### config.mk
export PLATFORM = sky130hd
export DESIGN_NAME = led_sweep_pwm
export DESIGN_NICKNAME = d
export VERILOG_FILES = /design/src/rtl/led_sweep_pwm.sv
export SDC_FILE = /design/constraint.sdc
export NUM_CORES = 1
export LEC_CHECK = 0
export BUFFER_PORTS_ARGS = -buffer_cell sky130_fd_sc_hd__buf_4
export CAP_MARGIN = 30
export CORE_ASPECT_RATIO = 0.9
export CORE_MARGIN = 5
export CORE_UTILIZATION = 36
export CTS_CLUSTER_DIAMETER = 150
export DETAILED_ROUTE_END_ITERATION = 8
export GPL_TIMING_DRIVEN = 0
export PLACE_DENSITY = 0.63
export SLEW_MARGIN = 30
export SYNTH_ARGS = -nofsm -noshare
export SYNTH_HDL_FRONTEND = slang
export SYNTH_SLANG_ARGS = --single-unit
### constraint.sdc
create_clock -name clk -period 3.1 [get_ports clk]
set_input_delay 0.31 -clock clk [delete_from_list [all_inputs] [get_ports clk]]
set_output_delay 0.31 -clock clk [all_outputs]
set_load 0.02 [all_outputs]
### src/rtl/led_sweep_pwm.sv
`default_nettype none
// ============================================================================
// Module      : led_sweep_pwm
// Description : N-channel LED sweep generator with per-channel PWM dimming.
//               A fractional "bright spot" position moves across the LED bank
//               and cross-fades between neighbouring channels. The sweep
//               can bounce, wrap, freeze or be switched off at run time, and
//               its step size is also set at run time.
// Ports       : clk     - single clock
//               rst     - asynchronous, active-high reset
//               mode_i  - 0 bounce, 1 wrap, 2 freeze, 3 off
//               step_i  - position increment per update tick (0 = no motion)
//               led_o   - registered PWM LED drive, one bit per channel
//               dir_o   - sweep direction (0 up, 1 down)
//               pos_o   - position; segment = pos_o[POS_W-1:FRAC_W]
// Revision    : 1.0 - initial release
// ============================================================================
module led_sweep_pwm #(
  parameter int N_LED  = 8,
  parameter int PWM_W  = 10,
  parameter int FRAC_W = 13,
  parameter int PRESC  = 1,
  parameter int STEP_W = 4,
  localparam int SEG_W = $clog2(N_LED),
  localparam int POS_W = SEG_W + FRAC_W
) (
  input  logic              clk,
  input  logic              rst,
  input  logic [1:0]        mode_i,
  input  logic [STEP_W-1:0] step_i,
  output logic [N_LED-1:0]  led_o,
  output logic              dir_o,
  output logic [POS_W-1:0]  pos_o
);

  localparam int C_POS_MAX = N_LED * (2 ** FRAC_W) - 1;
  localparam int C_PRESC_W = (PRESC > 1) ? $clog2(PRESC) : 1;

  localparam logic [C_PRESC_W-1:0] C_PRESC_LAST = C_PRESC_W'(PRESC - 1);
  localparam logic [POS_W:0]       C_POS_MAX_X  = (POS_W + 1)'(C_POS_MAX);
  localparam logic [POS_W:0]       C_POS_MOD_X  = (POS_W + 1)'(C_POS_MAX + 1);
  localparam logic [PWM_W-1:0]     C_MAXB       = '1;

  localparam logic [1:0] C_MODE_BOUNCE = 2'd0;
  localparam logic [1:0] C_MODE_WRAP   = 2'd1;
  localparam logic [1:0] C_MODE_FREEZE = 2'd2;
  localparam logic [1:0] C_MODE_OFF    = 2'd3;

  // --------------------------------------------------------------------------
  // State
  // --------------------------------------------------------------------------
  logic [C_PRESC_W-1:0] presc_q, presc_d;
  logic [PWM_W-1:0]     pwm_ctr_q, pwm_ctr_d;
  logic [POS_W-1:0]     pos_q, pos_d;
  logic                 dir_q, dir_d;

  logic                 tick;
  logic [POS_W:0]       pos_x;
  logic [POS_W:0]       step_x;
  logic [POS_W:0]       sum_x;

  assign tick = (presc_q == C_PRESC_LAST);

  // One extra bit of headroom so pos+step never overflows before the
  // clamp/modulo comparison.
  assign pos_x  = {1'b0, pos_q};
  assign step_x = (POS_W + 1)'(step_i);
  assign sum_x  = pos_x + step_x;

  always_comb begin
    presc_d   = tick ? '0 : presc_q + 1'b1;
    pwm_ctr_d = pwm_ctr_q + 1'b1;
  end

  always_comb begin
    pos_d = pos_q;
    dir_d = dir_q;
    if (tick) begin
      case (mode_i)
        C_MODE_BOUNCE: begin
          if (!dir_q) begin
            // Reaching the top and turning round happen on the same tick.
            if (sum_x >= C_POS_MAX_X) begin
              pos_d = C_POS_MAX_X[POS_W-1:0];
              dir_d = 1'b1;
            end else begin
              pos_d = sum_x[POS_W-1:0];
            end
          end else begin
            if (pos_x <= step_x) begin
              pos_d = '0;
              dir_d = 1'b0;
            end else begin
              pos_d = pos_q - step_x[POS_W-1:0];
            end
          end
        end
        C_MODE_WRAP: begin
          dir_d = 1'b0;
          // step never exceeds one full lap, so a single subtraction
          // implements the modulo even when N_LED is not a power of two.
          if (sum_x > C_POS_MAX_X) begin
            pos_d = POS_W'(sum_x - C_POS_MOD_X);
          end else begin
            pos_d = sum_x[POS_W-1:0];
          end
        end
        C_MODE_FREEZE: begin
          pos_d = pos_q;
          dir_d = dir_q;
        end
        default: begin
          pos_d = pos_q;
          dir_d = dir_q;
        end
      endcase
    end
  end

  always_ff @(posedge clk or posedge rst) begin
    if (rst) begin
      presc_q   <= '0;
      pwm_ctr_q <= '0;
      pos_q     <= '0;
      dir_q     <= 1'b0;
    end else begin
      presc_q   <= presc_d;
      pwm_ctr_q <= pwm_ctr_d;
      pos_q     <= pos_d;
      dir_q     <= dir_d;
    end
  end

  assign pos_o = pos_q;
  assign dir_o = dir_q;

  // --------------------------------------------------------------------------
  // Per-channel brightness and PWM
  // --------------------------------------------------------------------------
  logic [SEG_W-1:0] seg;
  logic [PWM_W-1:0] frac;
  logic             wrap_mode;
  logic             off_mode;

  assign seg       = pos_q[POS_W-1:FRAC_W];
  assign frac      = pos_q[FRAC_W-1 -: PWM_W];
  assign wrap_mode = (mode_i == C_MODE_WRAP);
  assign off_mode  = (mode_i == C_MODE_OFF);

  for (genvar i = 0; i < N_LED; i++) begin : g_ch
    // Neighbour segment indices; the wrapped ones only count in wrap mode.
    localparam logic [SEG_W-1:0] C_SELF       = SEG_W'(i);
    localparam logic [SEG_W-1:0] C_PREV       = SEG_W'((i == 0) ? N_LED - 1 : i - 1);
    localparam logic [SEG_W-1:0] C_NEXT       = SEG_W'((i == N_LED - 1) ? 0 : i + 1);
    localparam bit               C_PREV_WRAPS = (i == 0);
    localparam bit               C_NEXT_WRAPS = (i == N_LED - 1);

    logic [PWM_W-1:0] bright_q, bright_d;
    logic             led_q;

    always_comb begin
      bright_d = '0;
      if (off_mode) begin
        bright_d = '0;
      end else if (seg == C_SELF) begin
        bright_d = C_MAXB;
      end else if ((seg == C_PREV) && (!C_PREV_WRAPS || wrap_mode)) begin
        bright_d = frac;
      end else if ((seg == C_NEXT) && (!C_NEXT_WRAPS || wrap_mode)) begin
        bright_d = C_MAXB - frac;
      end
    end

    // Strict less-than: full scale gives (2^PWM_W-1)/2^PWM_W duty, 0 is dark.
    always_ff @(posedge clk or posedge rst) begin
      if (rst) begin
        bright_q <= '0;
        led_q    <= 1'b0;
      end else begin
        bright_q <= bright_d;
        led_q    <= (pwm_ctr_q < bright_q);
      end
    end

    assign led_o[i] = led_q;
  end

endmodule
`default_nettype wire

-- Word level (Yosys, flattened, before mapping)
Cells that the tools add are included.
- magnitude comparators: 11
- bitwise operators: 1
- eq/ne operators: 9
- multiplexer cells: 42
- reductions and logical operators: 6
- $add $sub $neg: 6
- operator list (kind ; number):
    $mux W10 ; 32
    $lt A10 B10 Y1 ; 8
    $mux W16 ; 4
    $pmux W16 S2 ; 1
    $add A16 B4 Y17 ; 1
    $ge A17 B16 Y1 const B ; 1
    $gt A17 B16 Y1 const B ; 1
    $le A16 B4 Y1 ; 1
    $sub A16 B1 Y16 const B ; 1
    $sub A16 B4 Y16 ; 1
    $eq A3 B3 Y1 const B ; 4
    $add A10 B1 Y10 const B ; 1
    $sub A10 B10 Y10 const A ; 1
    $eq A3 B2 Y1 const B ; 2
    $mux W1 ; 4
    $eq A3 B1 Y1 const B ; 1
    $logic_not A3 Y1 ; 1
    $eq A2 B1 Y1 const B ; 1
    $eq A2 B2 Y1 const B ; 1
    $logic_and A1 B1 Y1 ; 2
    $logic_not A2 Y1 ; 1
    $pmux W1 S2 ; 1
    $reduce_and A2 Y1 ; 1
    $reduce_bool A2 Y1 ; 1
    other kinds (2) ; 2
- logic and storage cells: 95
- bits of input ports: 8
- register bits after elaboration: 116

-- Logic depth before layout (Yosys ltp)
- depth in word-level cells: 6
- depth in mapped cells: 13

-- Least setup slack after synthesis
OpenSTA, ideal clock, no wires.
- path type: reg2reg
- start: reg pos_q[2] (netlist: pos_o[2])
- end: reg pos_q[5] (netlist: pos_o[5])
- cell stages (with the launch flop): 12
- clock period less this slack: 2599 ps
- slack: 501 ps
- arrival: 2521 ps
- required time: 3022 ps
- cell sequence: dfrtp_1 > ha_1 > buf_2 > nand2b_4 > a21o_1 > or4b_1 > o211ai_1 > o2111a_1 > o21ai_1 > buf_6 > nor2b_1 > o21bai_1
- word-level cells in the longest chain between the ends: 5
- elaborated cells between the ends (all ways): 11
- those cells by class: add/sub: 3; order compare: 3; mux: 5
- ends and longest elaborated chain (element ; RTL line ; text):
    start, declared ; 54 ; logic [POS_W-1:0] pos_q, pos_d;
    start signal, assigned ; 129 ; pos_q <= pos_d;
    $add A16 B4 Y17 ; 68 ; assign sum_x = pos_x + step_x;
    $ge A17 B16 Y1 ; 83 ; if (sum_x >= C_POS_MAX_X) begin
    $mux W16 ; 83 ;
    $mux W16 ; 81 ; if (!dir_q) begin
    $pmux W16 S2 * ; 79 ; case (mode_i)
Every way passes the cells marked *; elsewhere a longest branch is shown, timed or not.
A chain may end at the register's enable or synchronous reset.

-- Worst setup path after layout
- start: reg pos_q[3] (netlist: pos_o[3])
- end: reg pos_q[5] (netlist: pos_o[5])
The elaborated chain is that of the path after synthesis.

==> flow_metrics.py <==
metrics = {
    "status": {
        "run_status": "finished clean",
    },
    "global_route": {
        "grt-ovfl-total": 0,
        "antenna_found_initial": 0,
        "grt_pass1_wl_um": 29500,
        "grt_pass1_vias": 5730,
        "grt_max_degree": 31,
        "grt_util_all_layers": 0.161,
    },
    "final_layout": {
        "multiInputGateArea_um2": 3790,
        "areaGrowthSynthToFinish_pct": 17.6,
        "final_nets": 969,
        "diodes": 0,
        "fin_util": 0.427,
        "fill_cells": 1986,
        "design_area_um2": 8480,
        "regArea_um2": 2880,
        "drive_above_1_share": 0.101,
    },
    "yosys": {
        "syn-cell-area_um2": 7210,
        "syn_nets": 914,
        "synth_edf_count": 0,
        "yosys.area.top_type_share": 0.399,
        "synth.avg_cell_area_um2": 8.76,
        "synthFlopType": "dfrtp_1",
        "synth.distinct_cells": 59,
        "yosysWarningCount": 0,
        "seq_area_frac_synth": 0.399,
        "synth_cells": 823,
        "synthArstFlopShare": 1.00,
        "yosys.area.top_type": "dfrtp_1",
        "netlist_top_cells_area": "dfrtp_1, ha_1, nor2_1",
        "ys_ff_latch": 115,
    },
    "die": {
        "ios": 33,
        "rows": 49,
        "dieArea_um2": 23000,
        "coreArea_um2": 19900,
        "chipWidth_um": 159,
        "start_util": 0.363,
        "die_h_um": 144,
    },
    "timing": {
        "holdWs_ns": 0.315,
        "rsz0062_at_grt": "false",
        "finClkSkew_ns": 0.00781,
        "drv_slew": 0,
        "tns_ns": 0,
        "final_hold_viol_count": 0,
        "slew_headroom": 0.553,
        "worst_slew_pin_slew_ns": 0.670,
        "period_needed_ns": 2.93,
        "finalCritPeriodShare": 0.945,
        "finalSetupViolations": 0,
        "timing.fmax_mhz": 341,
    },
    "clock_network": {
        "clock-sinks": 115,
        "cts_tree": "done",
        "clock_latency_ns": 0.41,
        "cts_buffers": 17,
        "post_cts_buffers": 0,
        "htree_num_levels": 4,
        "cts_root_buffer": "clkbuf_16",
        "cts_hold_buf": 1,
        "path_clk_slew_ns": 0.06,
        "clockBufferDepth": 2,
        "cts.repair.resized": 0,
    },
    "place": {
        "place.gp.congestion": 0.927,
        "hpwl_um": 12800,
        "place_area_um2": 7850,
        "numPortBuffers": 31,
    },
    "setup_path": {
        "criticalPathCategory": "reg -> reg",
        "cp_max_fo": 10,
        "r2r-start": "pos_o[3]",
        "startpoint": "pos_o[3]",
        "endpoint": "pos_o[5]",
        "crit_path_frequent_cell": "nor2b_1",
        "cp_cell_sequence": "ha_1 > nor2b_1 > a21o_1 > or4b_1 > o211ai_1 > o2111a_1 > o21ai_1 > buf_6 > nor2b_1 > o21bai_1",
        "end_kind": "register",
        "cp.required_ns": 3.44,
        "arrival_ns": 3.27,
        "slowest_stage": "or4b_1",
        "cp-start-kind": "register",
        "critical_path.max_stage_delay_ns": 0.53,
        "reg2reg_slack_ns": 0.17,
        "rr_endpoint": "pos_o[5]",
        "r2r_cells": 10,
    },
    "routing": {
        "first_iter_violations": 394,
        "via_count": 5761,
        "via_per_inst": 5.03,
        "drc_errors": 0,
        "first_pass_iters": 5,
        "detail_route.wirelength_um": 17400,
        "route.antenna.remaining_nets": 0,
        "avgRoutedWirePerCell_um": 15.2,
    },
    "pwr": {
        "powerDensity_nw_per_um2": 589,
        "leakagePower_nw": 3.96,
        "ir_drop_mv": 0.434,
    },
    "job": {
        "drv_cap": 0,
    },
    "worst_hold_path": {
        "hp-class": "in -> reg",
        "hold_path_depth": 4,
    },
}
Yosys cell counts, drive strengths merged (7+ instances only):
| library cell | instances |
|---|---|
| nor2 | 118 |
| dfrtp | 115 |
| inv | 87 |
| ha | 81 |
| a21oi | 56 |
| nand2 | 55 |
| o21ai | 52 |
| clkbuf | 31 |
| a21o | 28 |
| xor2 | 24 |
| nor3 | 18 |
| nand2b | 17 |
| nor2b | 16 |
| a31oi | 15 |
| buf | 14 |
| xnor2 | 12 |
| nand3 | 10 |
| or3 | 7 |
metrics by stage:
| stage | power [mW] | std cells | setup slack [ns] |
|---|---|---|---|
| 4_1_cts | 5.03 | 1146 | 0.215 |
| 3_3_place_gp | 2.97 | 1109 | 0.233 |
| 6_report | 4.99 | 1146 | 0.171 |
| 2_1_floorplan | 2.59 | 823 | 0.501 |
| 3_5_place_dp | 2.99 | 1113 | 0.243 |
| 5_1_grt | 5.29 | 1146 | 0.000000444 |
worst min-delay path by stage:
stage | start | to | slack [ns]
2_1_floorplan | pwm_ctr_q[0] | pwm_ctr_q[1] | 0.49
6_report | mode_i[1] | pos_o[4] | 0.32
5_1_grt | mode_i[1] | pos_o[4] | 0.33
4_1_cts | mode_i[1] | pos_o[4] | 0.29
3_3_place_gp | pwm_ctr_q[0] | pwm_ctr_q[1] | 0.51
3_5_place_dp | rst | pos_o[2] | 0.37
power breakdown:
part | switching [mW] | internal [mW]
logic | 0.803 | 0.473
registers | 0.0962 | 1.61
clock network | 0.725 | 1.29
cell type report:
type | instances | area share
buffer | 45 | 0.0264
clock buffer | 20 | 0.0527
clock inverter | 12 | 0.0185
inverter | 88 | 0.0394
multi-input combinational | 575 | 0.447
sequential | 115 | 0.340
tap | 255 | 0.0376
timing repair buffer | 36 | 0.0390
cell usage in the layout (no fill, tap or decap), types with 5 or more instances in the layout:
| master | netlist | final |
|---|---|---|
| nor2_1 | 117 | 117 |
| dfrtp_1 | 115 | 115 |
| inv_1 | 86 | 85 |
| ha_1 | 81 | 81 |
| nand2_1 | 55 | 55 |
| a21oi_1 | 55 | 55 |
| o21ai_0 | 40 | 40 |
| buf_4 | 8 | 39 |
| clkbuf_1 | 31 | 33 |
| a21o_1 | 28 | 28 |
| xor2_1 | 24 | 24 |
| clkbuf_16 | 0 | 17 |
| nor2b_1 | 16 | 16 |
| nand2b_1 | 16 | 16 |
| nor3_1 | 18 | 16 |
| a31oi_1 | 15 | 15 |
| xnor2_1 | 12 | 12 |
| o21ai_1 | 12 | 12 |
| nand3_1 | 10 | 10 |
| or3_1 | 7 | 7 |
| nand4_1 | 5 | 5 |
| clkinvlp_4 | 0 | 5 |
| nor4_1 | 5 | 5 |
| a221o_1 | 5 | 5 |
worst max-delay path, delay by kind of cell, from the launching register on:
kind / cells / cell delay [ns]
AOI/OAI and AO/OA: 5 / 0.88
and+or+nand+nor: 3 / 0.85
DFF: 1 / 0.49
adders and majority gates: 1 / 0.43
buffers and inverters: 1 / 0.20
state kept, by name (all words and copies together), names as in the netlist:
| register | cells |
|---|---|
| g_ch.bright_q | 80 |
| pos_o | 16 |
| pwm_ctr_q | 10 |
| g_ch.led_q | 8 |
| dir_o | 1 |
routing by layer:
metal / GRT usage / vias to the layer above / part of all wire
li1: - / 2882 / -
met3: 0.0439 / 31 / 0.061
met4: 0.0503 / 0 / 0.016
met5: 0 / - / 0
met1: 0.213 / 2681 / 0.47
met2: 0.260 / 167 / 0.45
kinds of logic (layout without fill, tap and decap cells):
logic type,after synthesis,count (layout),synth area share
AND/OR/NAND/NOR,266,266,0.170
AO/OA/AOI/OAI,190,190,0.164
buffers and inverters,133,201,0.0769
flip-flops,115,115,0.399
adder cells (fa/ha/maj),83,83,0.146
XOR/XNOR,36,36,0.0437
Note: power is estimated with default switching activity, not from simulation.
